$ cat config.mk
export PLATFORM = sky130hd
export DESIGN_NAME = fetch_ctrl
export DESIGN_NICKNAME = d
export VERILOG_FILES = /design/src/rtl/fetch_pkg.sv /design/src/rtl/branch_tgt.sv /design/src/rtl/fetch_ctrl.sv
export SDC_FILE = /design/constraint.sdc
export NUM_CORES = 1
export LEC_CHECK = 0
export CORE_MARGIN = 2
export CORE_UTILIZATION = 38
export DETAILED_ROUTE_END_ITERATION = 10
export GPL_TIMING_DRIVEN = 0
export PLACE_DENSITY = 0.83
export SYNTH_ARGS = -nofsm -noshare
export SYNTH_HDL_FRONTEND = slang
export SYNTH_SLANG_ARGS = --single-unit
$ cat constraint.sdc
create_clock -name clock_i -period 1.57 [get_ports clock_i]
set_input_delay 0.314 -clock clock_i [delete_from_list [all_inputs] [get_ports clock_i]]
set_output_delay 0.314 -clock clock_i [all_outputs]
set_load 0.02 [all_outputs]
$ cat src/rtl/fetch_pkg.sv
// fetch_pkg: shared definitions for the fetch sequencer.
//   state_e           fetch FSM states
//   OP_BRA / OP_BRC   branch opcodes (unconditional / flag-conditional)
//   HALT_WORD         the all-zero instruction word
//   *_MSB/_LSB/_BIT   instruction field positions: op[8:6], dir[5], off[4:0]
package fetch_pkg;

    typedef enum logic [2:0] {
        ST_IDLE,
        ST_START,
        ST_FILL,
        ST_RUN,
        ST_HALT
    } state_e;

    localparam logic [2:0] OP_BRA    = 3'b111;
    localparam logic [2:0] OP_BRC    = 3'b110;
    localparam logic [8:0] HALT_WORD = 9'h000;

    localparam int OP_MSB  = 8;
    localparam int OP_LSB  = 6;
    localparam int DIR_BIT = 5;
    localparam int OFF_MSB = 4;
    localparam int OFF_LSB = 0;

endpackage

$ cat src/rtl/branch_tgt.sv
// branch_tgt: turns a decoded branch (dir/off) into pc control signals.
//   taken_i    branch resolved taken this cycle
//   dir_i      1 = backward
//   off_i      offset magnitude
//   branchf_o  forward request to pc
//   branchb_o  backward request to pc
//   target_o   value for pc target_i
// pc computes pc+1+target (forward) or pc+1-target (backward), and at decode
// pc already points at branch_addr+1, so the +1 is pre-compensated here.
module branch_tgt #(
    parameter int ADDR_W = 8,
    parameter int OFF_W  = 5
) (
    input  logic              taken_i,
    input  logic              dir_i,
    input  logic [OFF_W-1:0]  off_i,
    output logic              branchf_o,
    output logic              branchb_o,
    output logic [ADDR_W-1:0] target_o
);

    logic [ADDR_W-1:0] off_ext;

    assign off_ext   = ADDR_W'(off_i);
    assign branchf_o = taken_i & ~dir_i;
    assign branchb_o = taken_i &  dir_i;
    // off=0 forward wraps to all-ones, which re-fetches branch_addr+1.
    assign target_o  = dir_i ? off_ext + ADDR_W'(1) : off_ext - ADDR_W'(1);

endmodule

$ cat src/rtl/fetch_ctrl.sv
// fetch_ctrl: fetch sequencer sitting downstream of pc and driving its controls.
//   clock_i, reset_i      clock, synchronous active-high reset
//   go_i, start_addr_i    (re)start request and program start address
//   imem_data_i           sync ROM word for the previous cycle's pc_o
//   flag_i                condition for BRC, sampled at decode
//   pc_start_o, pc_startadd_o, pc_branchf_o, pc_branchb_o, pc_target_o
//                         combinational controls into pc
//   instr_o, instr_valid_o  registered instruction stream to decode
//   halted_o              registered, high while halted
module fetch_ctrl
    import fetch_pkg::*;
#(
    parameter int ADDR_W  = 8,
    parameter int INSTR_W = 9,
    parameter int OFF_W   = 5
) (
    input  logic               clock_i,
    input  logic               reset_i,
    input  logic               go_i,
    input  logic [ADDR_W-1:0]  start_addr_i,
    input  logic [INSTR_W-1:0] imem_data_i,
    input  logic               flag_i,
    output logic               pc_start_o,
    output logic [ADDR_W-1:0]  pc_startadd_o,
    output logic               pc_branchf_o,
    output logic               pc_branchb_o,
    output logic [ADDR_W-1:0]  pc_target_o,
    output logic [INSTR_W-1:0] instr_o,
    output logic               instr_valid_o,
    output logic               halted_o
);

    state_e             state_q;
    logic [INSTR_W-1:0] instr_q;
    logic               valid_q;
    logic               halted_q;
    logic               squash_q;
    logic [ADDR_W-1:0]  startadd_q;

    // Decode of the word currently on the memory bus.
    logic [2:0]         op;
    logic               is_halt;
    logic               is_brc;
    logic               taken;
    logic               run_dec;
    logic               hold;
    logic               bt_f;
    logic               bt_b;
    logic [ADDR_W-1:0]  bt_tgt;

    assign op      = imem_data_i[OP_MSB:OP_LSB];
    assign is_halt = (imem_data_i == HALT_WORD);
    assign is_brc  = (op == OP_BRC);
    assign taken   = (op == OP_BRA) | (is_brc & flag_i);

    // A live decode only happens in RUN when no restart and no squash is pending.
    assign run_dec = (state_q == ST_RUN) && !go_i && !squash_q;
    assign hold    = (state_q == ST_IDLE) || (state_q == ST_HALT) ||
                     (run_dec && is_halt);

    branch_tgt #(
        .ADDR_W (ADDR_W),
        .OFF_W  (OFF_W)
    ) u_branch_tgt (
        .taken_i   (taken),
        .dir_i     (imem_data_i[DIR_BIT]),
        .off_i     (imem_data_i[OFF_W-1:0]),
        .branchf_o (bt_f),
        .branchb_o (bt_b),
        .target_o  (bt_tgt)
    );

    // pc always advances; holding it means stepping back by one.
    always_comb begin
        pc_start_o   = 1'b0;
        pc_branchf_o = 1'b0;
        pc_branchb_o = 1'b0;
        pc_target_o  = '0;
        if (reset_i || hold) begin
            pc_branchb_o = 1'b1;
            pc_target_o  = ADDR_W'(1);
        end else if (state_q == ST_START) begin
            pc_start_o   = 1'b1;
        end else if (run_dec && taken) begin
            pc_branchf_o = bt_f;
            pc_branchb_o = bt_b;
            pc_target_o  = bt_tgt;
        end
    end

    always_ff @(posedge clock_i) begin
        if (reset_i) begin
            state_q    <= ST_IDLE;
            instr_q    <= '0;
            valid_q    <= 1'b0;
            halted_q   <= 1'b0;
            squash_q   <= 1'b0;
            startadd_q <= '0;
        end else if (go_i) begin
            // Restart wins over anything decoded this cycle.
            state_q    <= ST_START;
            startadd_q <= start_addr_i;
            valid_q    <= 1'b0;
            halted_q   <= 1'b0;
            squash_q   <= 1'b0;
        end else begin
            valid_q <= 1'b0;
            case (state_q)
                ST_IDLE:  ;
                ST_START: state_q <= ST_FILL;
                ST_FILL:  state_q <= ST_RUN;
                ST_RUN: begin
                    if (squash_q) begin
                        squash_q <= 1'b0;          // wrong-path word dropped
                    end else if (is_halt) begin
                        state_q  <= ST_HALT;
                        halted_q <= 1'b1;
                    end else if (taken) begin
                        squash_q <= 1'b1;
                    end else if (!is_brc) begin
                        instr_q  <= imem_data_i;   // untaken BRC falls through unseen
                        valid_q  <= 1'b1;
                    end
                end
                ST_HALT:  ;
                default:  state_q <= ST_IDLE;
            endcase
        end
    end

    assign instr_o       = instr_q;
    assign instr_valid_o = valid_q;
    assign halted_o      = halted_q;
    assign pc_startadd_o = startadd_q;

endmodule
==> reports/results.txt, run 1 <==
outcome - complete, but fails checks
violated checks - negative setup slack
Setup Skew - 0.0147 ns
Worst Hold Class - in -> reg
Netlist Area Pre-Place - 0.00122 mm^2
total core area - 0.00305 mm^2
Slew @ Worst Pin - 0.329 ns
CP startpoint kind - input port
crit path to - pc_target_o[7]
first-pass GRT wire length - 5340 um
Synth Warn # - 0
Most used DFF post-synth - dfxtp_1
CP max stage cell - clkdlybuf4s15_1
Yosys reg bits - 23
source of the worst register-to-register timing path - state_q[0]
worst-path maximum fanout - 4
Worst-path clk slew - 0.14 ns
fraction of layout cells with a size suffix above 1 - 31.8%
Overflow after GRT - 0
H-tree depth - 1
Placed Cells - 223
Syn Area/Cell - 9.25 um^2
crit path cell chain - clkdlybuf4s15_1, o211ai_1, nor2_2, nand2_4, nor4bb_4, buf_4, buf_6
Die Width - 60.7 um
DRT antenna net count - 0
largest net degree at the start of global routing - 15
R2R Setup Slk - 0.18 ns
ANT cells - 0
Leakage - 0.000859 uW
most frequent cells after synthesis - 23 x dfxtp_1, 20 x nand2b_1, 18 x mux2i_1, 18 x nor2_1
CTS tree - built
Finished Layout Cells - 239
vias in the first global route - 1211
DR WL/cell - 13.8 um
worst path required time - 1.26 ns
Yosys cell types - 35
fmax - 521 MHz
origin of the worst setup path - imem_data_i[8]
Hold Fails Final Rpt - 0
area leader, netlist - dfxtp_1
most common cell in the synthesized netlist - dfxtp_1
All-Layer GR Usage - 19.6%
Pwr Total - 1150 uW
WP data arrival - 1.61 ns
setup TNS - -2.63 ns
CTS Sinks - 23
DRT iter0 DRCs - 62
Seq/Total Area, Yosys - 37.7%
drt total wl - 3310 um
initial antenna violation count - 0
Reg2Reg Depth - 6
CP max stage delay - 0.30 ns
worst skew pair latency - 0.32 ns
CTS Root Cell - clkbuf_4
max-cap violation count - 0
hpwl dp - 2310 um
row count - 20
# setup viols final - 10
Hold Buf Count CTS - 0
Post-Synthesis Cells - 132
asr flop ratio synth - 0%
PortBufs - 47
DR pass1 iterations - 4
final setup margin - -0.350 ns
EDFF count, synth - 0
top cells by area, synth - dfxtp_1 38%, mux2i_1 15%, nand2b_1 10%
Bufs on Longest Clock Path - 2
unrepaired setup endpoints after global routing - true
CP Capture Type - output port
io pins - 51
pins over their slew limit - 0
die height - 60.7 um
die area - 0.00368 mm^2
Power Dens Cells - 590 mW/mm^2
TritonCTS Buffers - 3
critical path class - in -> out
r2r endpoint - instr_o[5]
vias per cell - 4.92
final worst-path cycle share - 122%
vias after detailed routing - 1175
crit path time final - 1.92 ns
drc violations - 0
Area growth syn-to-layout - 59.0%
GP Congestion - 0.815
Setup Slack @ Placement - -1.32 ns
fin nets - 219
Filler cells - 272
top cell type's share of synthesized area - 37.7%
Util after Layout - 63.6%
syn_nets - 155
Starting Density - 40.0%
Max-slew headroom - 78.1%
Peak VDD IR - 0.451 mV
worst hold path depth - 3
-- final cells by class --
cell class | count | area, um^2 | area share, %
Inverter | 3 | 11.3 | 0.580
Sequential cell | 23 | 464 | 23.9
Buffer | 9 | 63.8 | 3.29
Timing Repair Buffer | 59 | 522 | 26.9
Clock buffer | 3 | 22.5 | 1.16
Tap cell | 44 | 55.1 | 2.84
Clock inverter | 1 | 7.51 | 0.387
Multi-Input combinational cell | 97 | 796 | 41.0
-- logic make-up after synthesis --
logic type	synth area share, %
compound gates	7.38
flops	37.7
fa+ha+maj	2.05
buf+inv	5.43
mux	14.8
simple gates	29.8
xor+xnor	2.87
-- report_power, final --
group | switching [uW] | internal [uW] | leakage, uW
Sequential | 9.05 | 601 | 0.000189
Combinational | 130 | 120 | 0.000657
Clock | 188 | 97.4 | 0.0000139
Total | 327 | 818 | 0.000859
-- per-layer routing --
| layer | vias up | share of wire (%) | track usage, % |
|---|---|---|---|
| met3 | 7 | 7.4 | 4.90 |
| met2 | 45 | 53 | 36.7 |
| li1 | 580 | - | - |
| met5 | - | 0 | 0 |
| met4 | 0 | 1.3 | 7.14 |
| met1 | 543 | 38 | 21.2 |
-- critical path: cells and delay by family --
| kind | cells | cell delay [ns] |
|---|---|---|
| and+or+nand+nor | 3 | 0.54 |
| buffers and inverters | 3 | 0.55 |
| AOI/OAI and AO/OA | 1 | 0.19 |
-- what timing repair did --
action	4_1_cts	5_1_grt
pin swaps	7	5
resized for setup	110	21
endpoints found under the setup margin	44	11
buffers inserted	11	3
hold endpoints to repair	0	0
-- how the worst min path moves through the flow --
stage	start	endpoint	slack, ns
global route	imem_data_i[6]	instr_o[6]	0.29
detailed placement	instr_o[8]	instr_o[8]	0.47
CTS	imem_data_i[0]	instr_o[0]	0.29
finish	imem_data_i[6]	instr_o[6]	0.28
floorplan	start_addr_i[0]	pc_startadd_o[0]	0.46
global placement	instr_o[3]	instr_o[3]	0.46
-- placed cells by master, fill, tap and decap left out, drive strengths merged --
cell type      Yosys  routed
nand4              1       1
a41oi              1       1
o211ai             1       1
nor4bb             1       1
or4                1       1
nor2              18      18
o31ai              1       1
buf                5      31
nand3b             1       1
nor3               3       3
a32o               1       1
clkdlybuf4s15      0       3
nor3b              2       2
dfxtp             23      23
nand2b            20      20
clkdlybuf4s50      0       8
nor2b              2       2
nor4b              2       2
ha                 2       2
o21ai              2       2
nor4               2       2
a21oi              4       4
xor2               4       4
a22o               1       1
and3               3       3
dlygate4sd2        0      21
clkbuf             4       8
clkinvlp           0       1
nand2              4       4
mux2i             18      18
inv                3       3
a211o              2       2
-- metrics by stage --
step	hold WS [ns]	area [um^2]
after floorplan	0.461	1260
after global placement	0.461	1790
after detailed placement	0.472	1790
after CTS	0.289	1900
after global routing	0.291	1940
final	0.285	1940
-- flip-flops by register name, indices dropped and copies added (netlist names) --
| register | count |
|---|---|
| halted_o | 1 |
| instr_o | 9 |
| instr_valid_o | 1 |
| pc_startadd_o | 8 |
| squash_q | 1 |
| state_q | 3 |
No activity file was read; power rests on OpenSTA's default activity.
==> run 2, diff against run 1 <==
Settings changed: ABC_AREA from default to 1, CORE_ASPECT_RATIO from default to 1.5, CORE_UTILIZATION 38 to 40, PLACE_DENSITY 0.83 to 0.84.
==> reports/results.txt, run 2 <==
outcome - complete, but fails checks
violated checks - negative setup slack
TritonCTS Buffers - 3
CTS tree - built
Filler cells - 314
setup TNS - -2.15 ns
Slew @ Worst Pin - 0.340 ns
DR WL/cell - 11.1 um
Peak VDD IR - 0.778 mV
fraction of layout cells with a size suffix above 1 - 25.6%
Seq/Total Area, Yosys - 33.6%
CP startpoint kind - flip-flop
Power Dens Cells - 609 mW/mm^2
total core area - 0.00335 mm^2
worst hold path depth - 3
Area growth syn-to-layout - 51.6%
WP data arrival - 1.50 ns
vias after detailed routing - 1432
vias per cell - 4.71
Leakage - 0.00101 uW
DRT iter0 DRCs - 27
Yosys reg bits - 23
die height - 75.7 um
Worst Hold Class - in -> reg
most frequent cells in the layout - 47 x nor2_1, 35 x nand2_1, 27 x clkdlybuf4s50_1, 21 x dfxtp_1, 19 x inv_1
drt total wl - 3380 um
ANT cells - 0
Starting Density - 40.9%
most common cell in the synthesized netlist - nor2_1
area leader, netlist - dfxtp_1
fin nets - 286
Yosys cell types - 25
final worst-path cycle share - 115%
Reg2Reg Depth - 8
H-tree depth - 1
Most used DFF post-synth - dfxtp_1
Synth Warn # - 0
io pins - 51
Max-slew headroom - 77.3%
Overflow after GRT - 0
drc violations - 0
Setup Skew - 0.00130 ns
PortBufs - 48
first-pass GRT wire length - 5760 um
Bufs on Longest Clock Path - 2
die area - 0.00392 mm^2
DR pass1 iterations - 4
crit path time final - 1.81 ns
row count - 26
fmax - 552 MHz
syn_nets - 226
asr flop ratio synth - 0%
worst-path maximum fanout - 4
commonest non-fill, non-tap cell in the layout - nor2_1
# setup viols final - 11
worst path required time - 1.26 ns
vias in the first global route - 1464
Worst-path clk slew - 0.08 ns
CP Capture Type - output port
Die Width - 51.8 um
GP Congestion - 0.765
max FFs per register - 9
CTS Root Cell - clkbuf_8
Hold Fails Final Rpt - 0
critical path class - reg -> out
Util after Layout - 62.1%
most frequent cells after synthesis - 52 x nor2_1, 37 x nand2_1, 23 x dfxtp_1, 23 x inv_1, 19 x nand3_1
DRT antenna net count - 0
initial antenna violation count - 0
top cells by area, synth - dfxtp_1 34%, nor2_1 14%, nand2_1 10%
max-cap violation count - 0
All-Layer GR Usage - 19.0%
unrepaired setup endpoints after global routing - true
Post-Synthesis Cells - 203
CTS Sinks - 23
EDFF count, synth - 0
Syn Area/Cell - 6.76 um^2
Netlist Area Pre-Place - 0.00137 mm^2
hpwl dp - 2470 um
top cell type's share of synthesized area - 33.6%
final setup margin - -0.240 ns
pins over their slew limit - 0
largest net degree at the start of global routing - 14
worst skew pair latency - 0.26 ns
run 2: changes by cell type after synthesis, sizes merged, moves of 3 or more:
cell and change:
nand2 +41, xor2 -4, mux2i -18, o21ai +8, inv +22, and3 -3
clkbuf -3, nor2 +43, nand3 +21, nand2b -20
run 2: path summary, 6_finish.rpt:
kind / startpoint / endpoint / slack (ns)
setup / recovery: state_q[0] / pc_branchf_o / -0.24
hold / removal: go_i / pc_startadd_o[7] / 0.37
setup reg to reg: state_q[0] / instr_o[1] / 0.33
hold reg to reg: halted_o / halted_o / 0.46
run 2: logic make-up after synthesis:
kind of cell | synth area share [%]
simple gates | 47.6
buf+inv | 10.1
flops | 33.6
compound gates | 6.20
fa+ha+maj | 1.82
xor+xnor | 0.639
run 2: area by class of cell:
| type | instances | area (um^2) | area share [%] |
|---|---|---|---|
| buffer | 6 | 47.5 | 2.29 |
| clock buffer | 3 | 41.3 | 1.99 |
| clock inverter | 1 | 5.00 | 0.241 |
| inverter | 25 | 104 | 4.99 |
| multi-input combinational | 150 | 865 | 41.6 |
| sequential | 23 | 465 | 22.4 |
| tap | 42 | 52.6 | 2.53 |
| timing repair buffer | 54 | 499 | 24.0 |
run 2: timing repair:
action / CTS / global route
pin swaps: 12 / 3
setup buffers: 6 / 0
hold buffers: 0 / 0
setup endpoints to repair: 14 / 13
gates resized for setup: 88 / 6
cloned: 1 / 0
run 2: per-stage QoR:
| stage | power [uW] | setup WS, ns | instance area, um^2 | cells | hold WS, ns |
|---|---|---|---|---|---|
| after global routing | 1330 | -0.321 | 2080 | 304 | 0.393 |
| after detailed placement | 901 | -1.17 | 1940 | 293 | 0.448 |
| after CTS | 1270 | -0.287 | 2060 | 304 | 0.365 |
| after floorplan | 779 | 0.00129 | 1410 | 203 | 0.383 |
| final | 1270 | -0.240 | 2080 | 304 | 0.372 |
| after global placement | 896 | -1.15 | 1940 | 293 | 0.447 |
run 2: layer usage:
layer	share of wire [%]	GRT usage, %
met1	39	19.5
met2	57	38.7
met3	4.0	3.53
met4	0.53	4.09
met5	0	0
run 2: power breakdown:
part	internal (uW)	switching [uW]	total (uW)
Clock	177	185	361
Sequential	603	10.8	614
Combinational	129	162	291
run 2: worst max-delay path, cell delays in order, from the launching register on:
cell and delay (ns):
dfxtp_4 0.37, nand2_4 0.05, nor2_4 0.16, nand3_4 0.15, nor2_4 0.18, nand2_1 0.08, nor2_1 0.11, buf_4 0.15
==> run 3, diff against run 2 <==
Settings changed: SYNTH_HIERARCHICAL from default to 1.
==> reports/results.txt, run 3 <==
Slew @ Worst Pin - 0.399 ns
CP startpoint kind - flip-flop
worst skew pair latency - 0.27 ns
Worst-path clk slew - 0.09 ns
outcome - complete, but fails checks
Post-Synthesis Cells - 214
first-pass GRT wire length - 7040 um
H-tree depth - 1
Hold Buf Count CTS - 0
die area - 0.00405 mm^2
CTS Root Cell - clkbuf_8
DRT iter0 DRCs - 42
# setup viols final - 11
setup TNS - -2.37 ns
post-synthesis compound-gate area fraction - 5.38%
Synth Area in Simple Gates - 48.4%
DR pass1 iterations - 4
unrepaired setup endpoints after global routing - true
largest family of logic cells by synthesized area - simple AND/OR/NAND/NOR gates
Die Width - 52.6 um
die height - 76.9 um
critical path class - reg -> out
Setup Skew - 0.00743 ns
ANT cells - 0
CTS Sinks - 23
fraction of layout cells with a size suffix above 1 - 33.6%
Area after DPL - 0.00196 mm^2
drt total wl - 4290 um
initial antenna violation count - 0
Synth Area in Adders - 1.77%
Filler cells - 278
most frequent cells in the layout - 45 x nor2_1, 34 x nand2_1, 31 x buf_4, 27 x inv_1, 23 x clkdlybuf4s50_1
Most used DFF post-synth - dfxtp_1
syn_nets - 237
CP Capture Type - output port
Bufs on Longest Clock Path - 2
hpwl dp - 2520 um
violated checks - negative setup slack
Starting Density - 41.5%
top cell type's share of synthesized area - 32.5%
vias in the first global route - 1625
commonest non-fill, non-tap cell in the layout - nor2_1
crit path time final - 1.81 ns
worst path required time - 1.26 ns
final setup margin - -0.243 ns
Synth Warn # - 6
DRT antenna net count - 0
Leakage - 0.00113 uW
fmax - 551 MHz
Yosys cell types - 25
Seq/Total Area, Yosys - 32.5%
area leader, netlist - dfxtp_1
DR WL/cell - 12.9 um
max FFs per register - 9
CTS tree - built
worst-path maximum fanout - 8
drc violations - 0
Synth Area in XOR/XNOR - 1.24%
Max-slew headroom - 73.3%
Peak VDD IR - 0.584 mV
most frequent cells after synthesis - 54 x nor2_1, 38 x nand2_1, 27 x inv_1, 23 x dfxtp_1, 19 x nand3_1
Power Dens Cells - 577 mW/mm^2
WP data arrival - 1.50 ns
total core area - 0.00342 mm^2
pins over their slew limit - 0
PortBufs - 49
GP Congestion - 0.834
All-Layer GR Usage - 22.5%
Syn Area/Cell - 6.62 um^2
R2R Setup Slk - 0.11 ns
Pwr Total - 1320 uW
Area growth syn-to-layout - 60.9%
TritonCTS Buffers - 3
fin nets - 316
Overflow after GRT - 0
Hold Fails Final Rpt - 0
EDFF count, synth - 0
post-synthesis mux area share - 0%
row count - 26
final instance area - 0.00228 mm^2
Netlist Area Pre-Place - 0.00142 mm^2
max-cap violation count - 0
most common cell in the synthesized netlist - nor2_1
Worst Hold Class - in -> reg
Yosys reg bits - 23
largest net degree at the start of global routing - 15
Util after Layout - 66.8%
asr flop ratio synth - 0%
final worst-path cycle share - 115%
vias per cell - 4.84
io pins - 51
top cells by area, synth - dfxtp_1 32%, nor2_1 14%, nand2_1 10%
vias after detailed routing - 1616
[run 3: through the flow]
step | setup slack, ns | hold slack, ns | std cells
after CTS | -0.280 | 0.375 | 329
after floorplan | 0.0162 | 0.383 | 214
after detailed placement | -1.10 | 0.447 | 305
final | -0.243 | 0.380 | 334
after global placement | -1.08 | 0.440 | 305
after global routing | -0.357 | 0.409 | 334
[run 3: what timing repair did]
action | CTS | global route
resized for setup | 104 | 24
setup endpoints to repair | 11 | 25
pin swaps | 14 | 11
cloned | 1 | 0
setup buffers | 19 | 5
[run 3: layout make-up]
| class | instances | area, um^2 | area share, % |
|---|---|---|---|
| buffer | 5 | 40.0 | 1.76 |
| clock buffer | 3 | 41.3 | 1.81 |
| clock inverter | 1 | 7.51 | 0.329 |
| inverter | 30 | 115 | 5.05 |
| multi-input combinational | 157 | 898 | 39.4 |
| sequential | 23 | 468 | 20.5 |
| tap | 42 | 52.6 | 2.30 |
| timing repair buffer | 73 | 658 | 28.9 |
[run 3: path summary, 6_finish.rpt]
check / from / end / cells past startpoint
worst max-delay path: state_q[1] / pc_target_o[6] / 9
worst min register to register: halted_o / halted_o / 2
worst max register to register: state_q[1] / instr_o[4] / 9
worst min-delay path: go_i / pc_startadd_o[6] / 3
[run 3: where the power goes]
part / internal, uW / switching, uW / leakage, uW / total, uW
registers: 601 / 11.4 / 0.000190 / 613
logic: 149 / 178 / 0.000915 / 327
clock network: 180 / 196 / 0.0000217 / 376
[run 3: worst max-delay path, stage by stage (launching register included)]
cell and delay, ns:
dfxtp_4 0.37, inv_4 0.04, nor2_4 0.09, nand2_2 0.09, nor2_4 0.12, nand2_4 0.08, nor2_8 0.14, nand2_1 0.07
nor2_1 0.09, buf_4 0.15
[run 3: logic make-up after synthesis]
kind of cell,count (synthesis)
DFF,23
xor gates and xnor gates,2
buffers and inverters,35
adders and majority gates,2
and+or+nand+nor,137
AOI/OAI and AO/OA,15
[run 3: per-layer routing]
layer / track usage, % / wire length [um] / vias up
met4: 11.0 / 162 / 0
met1: 23.2 / 1590 / 735
li1: - / - / 815
met3: 3.11 / 165 / 14
met2: 41.9 / 2380 / 52
met5: 0 / 0 / -
